File: config.mk
export PLATFORM = sky130hd
export DESIGN_NAME = msk_g16mul_sched
export DESIGN_NICKNAME = d
export VERILOG_FILES = /design/src/rtl/msk_g16mul_sched_pkg.sv /design/src/rtl/msk_g16mul_sched_rr_arbiter.sv /design/src/rtl/msk_g16mul_sched.sv
export SDC_FILE = /design/constraint.sdc
export NUM_CORES = 1
export LEC_CHECK = 0
export ABC_AREA = 1
export BUFFER_PORTS_ARGS = -buffer_cell sky130_fd_sc_hd__buf_2
export CORE_AREA = 2 2 73 75
export CTS_BUF_LIST = sky130_fd_sc_hd__clkbuf_16
export CTS_CLUSTER_DIAMETER = 100
export DETAILED_ROUTE_END_ITERATION = 6
export DIE_AREA = 0 0 75 77
export PLACE_DENSITY = 0.78
export SLEW_MARGIN = 20
export SYNTH_ARGS = -nofsm -noshare
export SYNTH_HDL_FRONTEND = slang
export SYNTH_SLANG_ARGS = --single-unit
export TNS_END_PERCENT = 100
File: constraint.sdc
create_clock -name clk -period 3.7 [get_ports clk]
set_input_delay 0.74 -clock clk [delete_from_list [all_inputs] [get_ports clk]]
set_output_delay 0.74 -clock clk [all_outputs]
set_load 0.01 [all_outputs]
File: src/rtl/msk_g16mul_sched_pkg.sv
// Shared sizing helpers and share-layout helper for the masked G(16) multiplier scheduler.
package msk_g16mul_sched_pkg;

  // Fresh random bits one HPC3 G(16) multiplication consumes for d shares.
  function automatic int rnd_width(input int d);
    return 4 * d * (d - 1);
  endfunction

  // Requester index width; never narrower than one bit.
  function automatic int id_width(input int n);
    return (n <= 2) ? 1 : $clog2(n);
  endfunction

  // Position of share i of nibble bit j inside a 4*d-bit masked word.
  function automatic int share_idx(input int j, input int i, input int d);
    return j * d + i;
  endfunction

endpackage

File: src/rtl/msk_g16mul_sched_rr_arbiter.sv
// Round-robin arbiter: registered priority pointer, combinational one-hot grant.
// The pointer moves to the slot after the winner only when en is high.
module msk_g16mul_sched_rr_arbiter #(
  parameter int N   = 3,
  parameter int IDW = 2
) (
  input  logic           clk,
  input  logic           rst_n,
  input  logic [N-1:0]   req,
  input  logic           en,
  output logic [N-1:0]   grant,
  output logic [IDW-1:0] grant_idx,
  output logic           gnt_any
);

  logic [IDW-1:0] ptr_q, ptr_d;

  // First requester at or after the pointer wins; otherwise wrap to the lowest index.
  always_comb begin
    grant     = '0;
    grant_idx = '0;
    gnt_any   = 1'b0;
    for (int k = 0; k < N; k++) begin
      if (!gnt_any && req[k] && (k >= int'(ptr_q))) begin
        gnt_any   = 1'b1;
        grant[k]  = 1'b1;
        grant_idx = IDW'(k);
      end
    end
    for (int k = 0; k < N; k++) begin
      if (!gnt_any && req[k]) begin
        gnt_any   = 1'b1;
        grant[k]  = 1'b1;
        grant_idx = IDW'(k);
      end
    end
  end

  // Advance the pointer past the winner on an accepted grant, wrapping modulo N.
  always_comb begin
    ptr_d = ptr_q;
    if (en && gnt_any) begin
      ptr_d = (int'(grant_idx) == N - 1) ? '0 : grant_idx + IDW'(1);
    end
  end

  // Pointer register.
  always_ff @(posedge clk or negedge rst_n) begin
    if (!rst_n) ptr_q <= '0;
    else        ptr_q <= ptr_d;
  end

endmodule

File: src/rtl/msk_g16mul_sched.sv
// Shares one external masked HPC3 G(16) multiplier among N requesters.
// Handshakes: a transfer happens on a channel in any cycle where its valid and
// ready are both high; req_ready/rnd_ready are asserted together on an issue,
// and the response holds id/data stable while resp_valid is high and resp_ready low.
// Shares are only ever moved as whole words under public selects, never combined.
module msk_g16mul_sched
  import msk_g16mul_sched_pkg::*;
#(
  parameter int d    = 2,
  parameter int N    = 3,
  parameter int IDW  = id_width(N),
  parameter int RNDW = rnd_width(d)
) (
  input  logic              clk,
  input  logic              rst_n,
  input  logic [N-1:0]      req_valid,
  output logic [N-1:0]      req_ready,
  input  logic [N*4*d-1:0]  req_a,
  input  logic [N*4*d-1:0]  req_b,
  input  logic              rnd_valid,
  output logic              rnd_ready,
  input  logic [RNDW-1:0]   rnd,
  output logic [4*d-1:0]    mul_ina,
  output logic [4*d-1:0]    mul_inb,
  output logic [4*d-1:0]    mul_ina_prev,
  output logic [RNDW-1:0]   mul_rnd,
  input  logic [4*d-1:0]    mul_out,
  output logic              resp_valid,
  input  logic              resp_ready,
  output logic [IDW-1:0]    resp_id,
  output logic [4*d-1:0]    resp_data
);

  localparam int W = 4 * d;

  logic [N-1:0]   grant;
  logic [IDW-1:0] grant_idx;
  logic           gnt_any;
  logic           pop, push, issue;
  logic [2:0]     occ;
  logic [W-1:0]   a_sel, b_sel;

  logic           p1_valid_q, p1_valid_d;
  logic [IDW-1:0] p1_id_q, p1_id_d;
  logic [W-1:0]   a_prev_q, a_prev_d;
  logic [1:0]     count_q, count_d;
  logic           wr_ptr_q, wr_ptr_d;
  logic           rd_ptr_q, rd_ptr_d;
  logic [W-1:0]   data_q [2];
  logic [W-1:0]   data_d [2];
  logic [IDW-1:0] id_q [2];
  logic [IDW-1:0] id_d [2];

  msk_g16mul_sched_rr_arbiter #(.N(N), .IDW(IDW)) u_arb (
    .clk       (clk),
    .rst_n     (rst_n),
    .req       (req_valid),
    .en        (issue),
    .grant     (grant),
    .grant_idx (grant_idx),
    .gnt_any   (gnt_any)
  );

  // Issue only when randomness is fresh and the result is guaranteed a FIFO slot.
  always_comb begin
    pop   = resp_valid & resp_ready;
    push  = p1_valid_q;
    occ   = {1'b0, count_q} + {2'b00, p1_valid_q} - {2'b00, pop};
    issue = rst_n & gnt_any & rnd_valid & (occ < 3'd2);
  end

  // Whole-word operand select driven by the one-hot grant.
  always_comb begin
    a_sel = '0;
    b_sel = '0;
    for (int k = 0; k < N; k++) begin
      if (grant[k]) begin
        a_sel = req_a[k*W +: W];
        b_sel = req_b[k*W +: W];
      end
    end
  end

  // Multiplier and handshake outputs; everything idles at zero without an issue.
  always_comb begin
    req_ready    = issue ? grant : '0;
    rnd_ready    = issue;
    mul_ina      = issue ? a_sel : '0;
    mul_inb      = issue ? b_sel : '0;
    mul_rnd      = issue ? rnd : '0;
    mul_ina_prev = a_prev_q;
    resp_valid   = (count_q != 2'd0);
    resp_id      = id_q[rd_ptr_q];
    resp_data    = data_q[rd_ptr_q];
  end

  // Next state: multiplier pipeline tag, delayed a-sharing and the 2-entry result FIFO.
  always_comb begin
    p1_valid_d = issue;
    p1_id_d    = issue ? grant_idx : p1_id_q;
    a_prev_d   = issue ? a_sel : '0;
    data_d     = data_q;
    id_d       = id_q;
    wr_ptr_d   = wr_ptr_q;
    rd_ptr_d   = rd_ptr_q;
    if (push) begin
      data_d[wr_ptr_q] = mul_out;
      id_d[wr_ptr_q]   = p1_id_q;
      wr_ptr_d         = ~wr_ptr_q;
    end
    if (pop) rd_ptr_d = ~rd_ptr_q;
    count_d = count_q + {1'b0, push} - {1'b0, pop};
  end

  // State registers; reset discards anything in flight.
  always_ff @(posedge clk or negedge rst_n) begin
    if (!rst_n) begin
      p1_valid_q <= 1'b0;
      p1_id_q    <= '0;
      a_prev_q   <= '0;
      count_q    <= '0;
      wr_ptr_q   <= 1'b0;
      rd_ptr_q   <= 1'b0;
      data_q     <= '{default: '0};
      id_q       <= '{default: '0};
    end else begin
      p1_valid_q <= p1_valid_d;
      p1_id_q    <= p1_id_d;
      a_prev_q   <= a_prev_d;
      count_q    <= count_d;
      wr_ptr_q   <= wr_ptr_d;
      rd_ptr_q   <= rd_ptr_d;
      data_q     <= data_d;
      id_q       <= id_d;
    end
  end

  // The occupancy gate reserves a slot at issue time, so a push never meets a full FIFO.
  push_into_full_a: assert property (@(posedge clk) disable iff (!rst_n)
    !(p1_valid_q && (count_q == 2'd2)));

endmodule
==> results.sh, run 1 <==
export IMPL_layoutNonFillerInstCount=494
export IMPL_yosysTopAreaCellShare_pct=42.7
export IMPL_leakage_nw=1.93
export IMPL_dieWidth_um=75
export IMPL_drt_pre_antenna_iters=4
export IMPL_layout_drive_gt1_share_pct=40.6
export IMPL_pwr_share_seq_pct=30.3
export IMPL_switching_share_pct=42.0
export IMPL_post_dp_hpwl_mm=4.34
export IMPL_globalplace_congestion=0.828
export IMPL_cts_buffers=5
export IMPL_start_util_pct=43.5
export IMPL_hold_viol=0
export IMPL_route_detailed_drc=0
export IMPL_synth_edff_count=0
export IMPL_crit_arrival_ns=2.87
export IMPL_cts_root_buffer="clkbuf_16"
export IMPL_design_core_area_sq_um=4980
export IMPL_io_buffers=117
export IMPL_drt_iter0_drc=106
export IMPL_synth_area_sq_um=2170
export IMPL_grt_pass1_wl_mm=9.80
export IMPL_nNetsFinal=497
export IMPL_p_int_w=0.00129
export IMPL_fp_dieArea_sq_um=5780
export IMPL_track_usage_pct=21.7
export IMPL_min_period_ns=3.61
export IMPL_synth_ff_type="dfrtp_1"
export IMPL_grt_ovfl_total=0
export IMPL_netlist_instances=300
export IMPL_wl_per_cell_um=13.1
export IMPL_cp_startpoint="count_q[1]$_DFF_PN0_"
export IMPL_ys_ff_latch=37
export IMPL_avgSynthCellArea_sq_um=7.22
export IMPL_clk_latency_ns=0.28
export IMPL_min_from="data_q[14]$_DFFE_PN0P_"
export IMPL_nFillCells=454
export IMPL_place_ws_ns=0.0161
export IMPL_timing_rr_start="count_q[1]$_DFF_PN0_"
export IMPL_ys_types=22
export IMPL_grt_pass1_vias=2224
export IMPL_fmax_mhz=277
export IMPL_p_switching_w=0.000930
export IMPL_comb_power_share_pct=51.2
export IMPL_io_pins=118
export IMPL_grt_setup_unrepaired="true"
export IMPL_ant_nets=0
export IMPL_period_share_pct=97.5
export IMPL_antenna_cells=0
export IMPL_h_tree_depth=2
export IMPL_synth_top_area_cell="dfrtp_1"
export IMPL_holdWs_ns=0.485
export IMPL_yosys_warnings=0
export IMPL_cp_end_kind="output pin"
export IMPL_maxSlewViolCount=0
export IMPL_synth_common_cells="nand2_1, dfrtp_1, inv_1, o21ai_0, nand4_1"
export IMPL_hold_path_class="reg2reg"
export IMPL_clock_sinks=37
export IMPL_dp_cells=473
export IMPL_setup_slack_ns=0.0913
export IMPL_synth_nets=374
export IMPL_finalClockSkew_ns=0.00546
export IMPL_grt_start_max_net_pins=38
export IMPL_pwr_density_cell_nw_per_um2=688
export IMPL_ys_async_sr_fraction_pct=100
export IMPL_clkPwrFrac_pct=18.5
export IMPL_vias=2418
export IMPL_wl_mm=6.46
export IMPL_worst_slew_pin_slew_ns=0.541
export IMPL_outcome="finished clean"
export IMPL_antenna_found_initial=0
export IMPL_via_per_inst=4.89
export IMPL_syn2layout_area_growth_pct=48.8
export IMPL_max_vdd_ir_drop_uv=242
export IMPL_crit_type="reg2out"
export IMPL_slew_headroom_pct=63.8
export IMPL_ctsHoldBuffers=0
export IMPL_cts_buffer_depth=2
export IMPL_path_clk_slew_ns=0.06
export IMPL_maxCapViolCount=0
export IMPL_synth_most_common_cell="nand2_1"
export IMPL_cts_tree="built"
export IMPL_synth_seq_area_share_pct=42.7
export IMPL_crit_path_start_kind="register"
export IMPL_num_rows=26
export IMPL_worstPathMaxFanout=5
export IMPL_die_h_um=77
export IMPL_cp_required_ns=2.96
export IMPL_setup_viol=0
export IMPL_synthTopCellsByArea="dfrtp_1, nand2_1, nand4_1, inv_1, o21ai_0"
export IMPL_utilization_pct=64.8
path summary, 6_finish.rpt:
path,slack (ns),to,cells after the start
max,0.09,mul_rnd[2],15
min,0.48,data_q[14]$_DFFE_PN0P_,2
max reg2reg,0.99,u_arb.ptr_q[1]$_DFFE_PN0P_,15
min reg2reg,0.48,data_q[14]$_DFFE_PN0P_,2
max in group asynchronous,2.81,p1_valid_q$_DFF_PN0_,2
min in group asynchronous,0.55,count_q[1]$_DFF_PN0_,2
cells by family (layout without fill, tap and decap cells):
logic type      Yosys count  after routing  synth area share, %
simple gates            184            184                 37.4
compound gates           24             24                 5.55
buf+inv                  50            174                 11.4
flops                    37             37                 42.7
xor+xnor                  2              2                0.809
fa+ha+maj                 3              3                 2.08
per-layer routing:
metal	part of all wire (%)	vias to the layer above	global-route usage, %
li1	-	1188	-
met1	38	1094	25.9
met2	51	118	36.0
met3	8.5	18	6.44
met4	2.7	0	8.57
met5	0	-	0
through the flow:
step | power (W) | setup TNS, ns | instance area [sq um]
after global routing | 0.00241 | -0.392 | 3220
after CTS | 0.00204 | 0 | 2920
after global placement | 0.00156 | 0 | 2740
after floorplan | 0.00132 | 0 | 2170
final | 0.00222 | 0 | 3220
after detailed placement | 0.00159 | 0 | 2740
what timing repair did:
item                                    CTS  global route
pin swaps                                 1            16
resized for setup                         6            44
endpoints found under the setup margin   19            28
setup buffers                             2             7
hold endpoints to repair                  0             0
cloned                                    0             4
state kept, by name, summed over array words and instances (netlist names):
| signal | count |
|---|---|
| data_q | 16 |
| mul_ina_prev | 8 |
| id_q | 4 |
| count_q | 2 |
| p1_id_q | 2 |
| u_arb.ptr_q | 2 |
| p1_valid_q | 1 |
| rd_ptr_q | 1 |
| wr_ptr_q | 1 |
cell usage in the layout, fill, tap and decap left out:
| cell | n |
|---|---|
| buf_12 | 2 |
| buf_2 | 110 |
| buf_4 | 9 |
| buf_6 | 8 |
| clkbuf_16 | 7 |
| clkinv_2 | 2 |
| clkinv_8 | 1 |
| clkinvlp_4 | 1 |
| dfrtp_1 | 37 |
| fa_1 | 1 |
| ha_4 | 2 |
| inv_1 | 28 |
| inv_2 | 3 |
| inv_4 | 1 |
| inv_6 | 1 |
| inv_8 | 1 |
| nand2_1 | 121 |
| nand2_2 | 7 |
| nand2_4 | 4 |
| nand2_8 | 1 |
| nand3_1 | 16 |
| nand3_2 | 3 |
| nand4_1 | 19 |
| nand4_2 | 1 |
| nor2_1 | 4 |
| nor2_4 | 6 |
| o21ai_0 | 21 |
| o21ai_1 | 3 |
| or2_2 | 1 |
| or2_4 | 1 |
| xor2_1 | 2 |
layout make-up:
class,count,area [sq um],area share [%]
clock buffers,5,125,3.88
clock inverters,3,17.5,0.543
inverters,33,139,4.31
multi-input cells,213,1110,34.4
flip-flops and latches,37,926,28.7
well taps,70,87.6,2.72
repair buffers,131,798,24.8
repair inverters,2,20.0,0.621
critical path, stage by stage, from the launching register on:
cell and delay, ns:
dfrtp_1 0.37, or2_4 0.26, nand2_4 0.07, inv_2 0.04, ha_4 0.20, inv_2 0.06, ha_4 0.12, inv_2 0.03
fa_1 0.57, nand3_2 0.10, nor2_4 0.13, buf_4 0.14, nand2_8 0.10, clkbuf_16 0.18, nor2_1 0.08, buf_2 0.14
power groups by stage:
stage	clock, W	combinational [W]	sequential [W]
after floorplan	0	0.000667	0.000652
after detailed placement	0	0.000913	0.000681
final	0.000409	0.00113	0.000673
after CTS	0.000417	0.000955	0.000670
after global routing	0.000429	0.00129	0.000695
after global placement	0	0.000892	0.000672
Note: power is estimated with default switching activity, not from simulation.
==> inputs of run 2 (changes only) <==
BUFFER_PORTS_ARGS = unset   (was -buffer_cell sky130_fd_sc_hd__buf_2)
CORE_AREA = 2 2 69 71   (was 2 2 73 75)
DIE_AREA = 0 0 71 73   (was 0 0 75 77)
DONT_BUFFER_PORTS = 1   (was unset)
PLACE_DENSITY = 0.64   (was 0.78)
==> run 2 against run 1 <==
Worst hold slack got worse by 0.32 ns. Global-route usage decreased by 2.7 points. Count of clock-buffer cells in the layout unchanged. Flip-flop and latch count unchanged. Critical path type unchanged. Largest cell class unchanged.
==> results.sh, run 2 (same netlist as run 1, synthesis figures left out) <==
export IMPL_outcome="finished clean"
export IMPL_crit_arrival_ns=2.88
export IMPL_fmax_mhz=276
export IMPL_min_period_ns=3.62
export IMPL_antenna_found_initial=0
export IMPL_ctsHoldBuffers=0
export IMPL_dieWidth_um=71
export IMPL_cp_required_ns=2.96
export IMPL_cts_tree="built"
export IMPL_finalClockSkew_ns=0.00425
export IMPL_wl_per_cell_um=15.1
export IMPL_wl_mm=5.41
export IMPL_drt_pre_antenna_iters=4
export IMPL_cts_buffers=5
export IMPL_dp_cells=340
export IMPL_start_util_pct=47.8
export IMPL_rr_worst_depth=15
export IMPL_slew_headroom_pct=62.7
export IMPL_wl_met3_um=354
export IMPL_cts_buffer_depth=2
export IMPL_maxCapViolCount=0
export IMPL_design_core_area_sq_um=4540
export IMPL_fp_dieArea_sq_um=5180
export IMPL_holdWs_ns=0.160
export IMPL_track_usage_pct=19.1
export IMPL_regMostFlops="data_q"
export IMPL_m1WireLength_mm=2.19
export IMPL_layout_commonest_cell="nand2_1"
export IMPL_hold_path_class="in2async"
export IMPL_num_rows=25
export IMPL_clk_latency_ns=0.27
export IMPL_globalplace_congestion=0.780
export IMPL_die_h_um=73
export IMPL_nFillCells=432
export IMPL_drt_iter0_drc=102
export IMPL_post_dp_hpwl_mm=3.54
export IMPL_pwr_density_cell_nw_per_um2=780
export IMPL_grt_ovfl_total=0
export IMPL_antenna_cells=0
export IMPL_maxSlewViolCount=0
export IMPL_max_vdd_ir_drop_uv=300
export IMPL_vias=1947
export IMPL_grt_pass1_wl_mm=7.83
export IMPL_cp_end_kind="output pin"
export IMPL_grt_setup_unrepaired="true"
export IMPL_wl_met2_mm=2.78
export IMPL_highest_layer="met4"
export IMPL_clock_sinks=37
export IMPL_h_tree_depth=2
export IMPL_route_detailed_drc=0
export IMPL_worst_slew_pin_slew_ns=0.559
export IMPL_ant_nets=0
export IMPL_io_pins=118
export IMPL_io_buffers=0
export IMPL_final_cell_mix="nand2_1, dfrtp_1, inv_1"
export IMPL_leakage_nw=1.36
export IMPL_via_per_inst=5.45
export IMPL_layoutNonFillerInstCount=357
export IMPL_cts_root_buffer="clkbuf_16"
export IMPL_grt_start_max_net_pins=39
export IMPL_path_clk_slew_ns=0.05
export IMPL_setup_viol=0
export IMPL_layout_drive_gt1_share_pct=19.1
export IMPL_crit_path_start_kind="register"
export IMPL_worstPathMaxFanout=5
export IMPL_hold_viol=0
export IMPL_syn2layout_area_growth_pct=18.2
export IMPL_grt_pass1_vias=1708
export IMPL_nNetsFinal=376
export IMPL_largest_reg_flops=16
export IMPL_period_share_pct=97.9
export IMPL_crit_type="reg2out"
==> run 2: changes by cell type in the layout (fill, tap and decap cells not counted), sizes merged <==
cell / before / now
clkinv: 3 / 4
clkinvlp: 1 / 0
buf: 129 / 8
==> run 2: worst paths after layout <==
kind	startpoint	to	slack, ns
worst min register to register	p1_id_q[1]$_DFFE_PN0P_	p1_id_q[1]$_DFFE_PN0P_	0.48
worst max-delay path	count_q[1]$_DFF_PN0_	mul_rnd[0]	0.08
worst max register to register	count_q[1]$_DFF_PN0_	p1_id_q[1]$_DFFE_PN0P_	0.85
worst min-delay path	rst_n	p1_id_q[0]$_DFFE_PN0P_	0.16
max in group asynchronous	rst_n	mul_ina_prev[0]$_DFF_PN0_	3.45
min in group clk	p1_id_q[1]$_DFFE_PN0P_	p1_id_q[1]$_DFFE_PN0P_	0.48
==> run 2: area by class of cell <==
class                   count  area [sq um]  share of cell area [%]
repair buffers             10           130                    5.08
clock buffers               5           125                    4.89
well taps                  54          67.6                    2.64
flip-flops and latches     37           926                    36.2
repair inverters            2          25.0                   0.978
inverters                  33           136                    5.33
multi-input cells         213          1140                    44.4
clock inverters             3          12.5                   0.489
==> run 2: timing repair <==
item                                    4_1_cts  5_1_grt
setup buffers                                 1        4
resized for setup                             6       47
pin swaps                                     1       10
endpoints found under the setup margin       19       28
gates cloned                                  0        4
==> run 2: per-layer routing <==
metal | vias to the layer above | track usage [%]
li1 | 946 | -
met1 | 898 | 23.2
met2 | 95 | 33.1
met3 | 8 | 4.42
met4 | 0 | 7.13
met5 | - | 0
==> run 2: stage by stage <==
step	utilization [%]	cell area [sq um]	setup TNS, ns	setup WS (ns)	power [W]
after floorplan	-	2170	0	0.326	0.00132
after global placement	47.1	2140	0	0.270	0.00141
after detailed placement	47.1	2140	0	0.214	0.00142
after CTS	50.6	2290	-0.103	-0.0220	0.00183
after global routing	56.4	2560	-0.245	-0.0349	0.00216
final	56.4	2560	0	0.0792	0.00200
==> run 2: power by group <==
group | total, W | switching, W | internal [W]
registers | 0.000686 | 0.000111 | 0.000575
logic | 0.000918 | 0.000591 | 0.000327
clock network | 0.000393 | 0.000150 | 0.000243
total | 0.00200 | 0.000852 | 0.00114
==> run 2: worst max-delay path, cell delays in order (launching register included) <==
cell and delay, ns:
dfrtp_1 0.41, or2_4 0.29, nand2_4 0.09, inv_4 0.03
ha_4 0.20, inv_2 0.06, ha_4 0.12, inv_2 0.03
fa_1 0.57, nand3_2 0.09, nor2_4 0.23, nand2_8 0.16
clkbuf_16 0.20, nor2_4 0.11
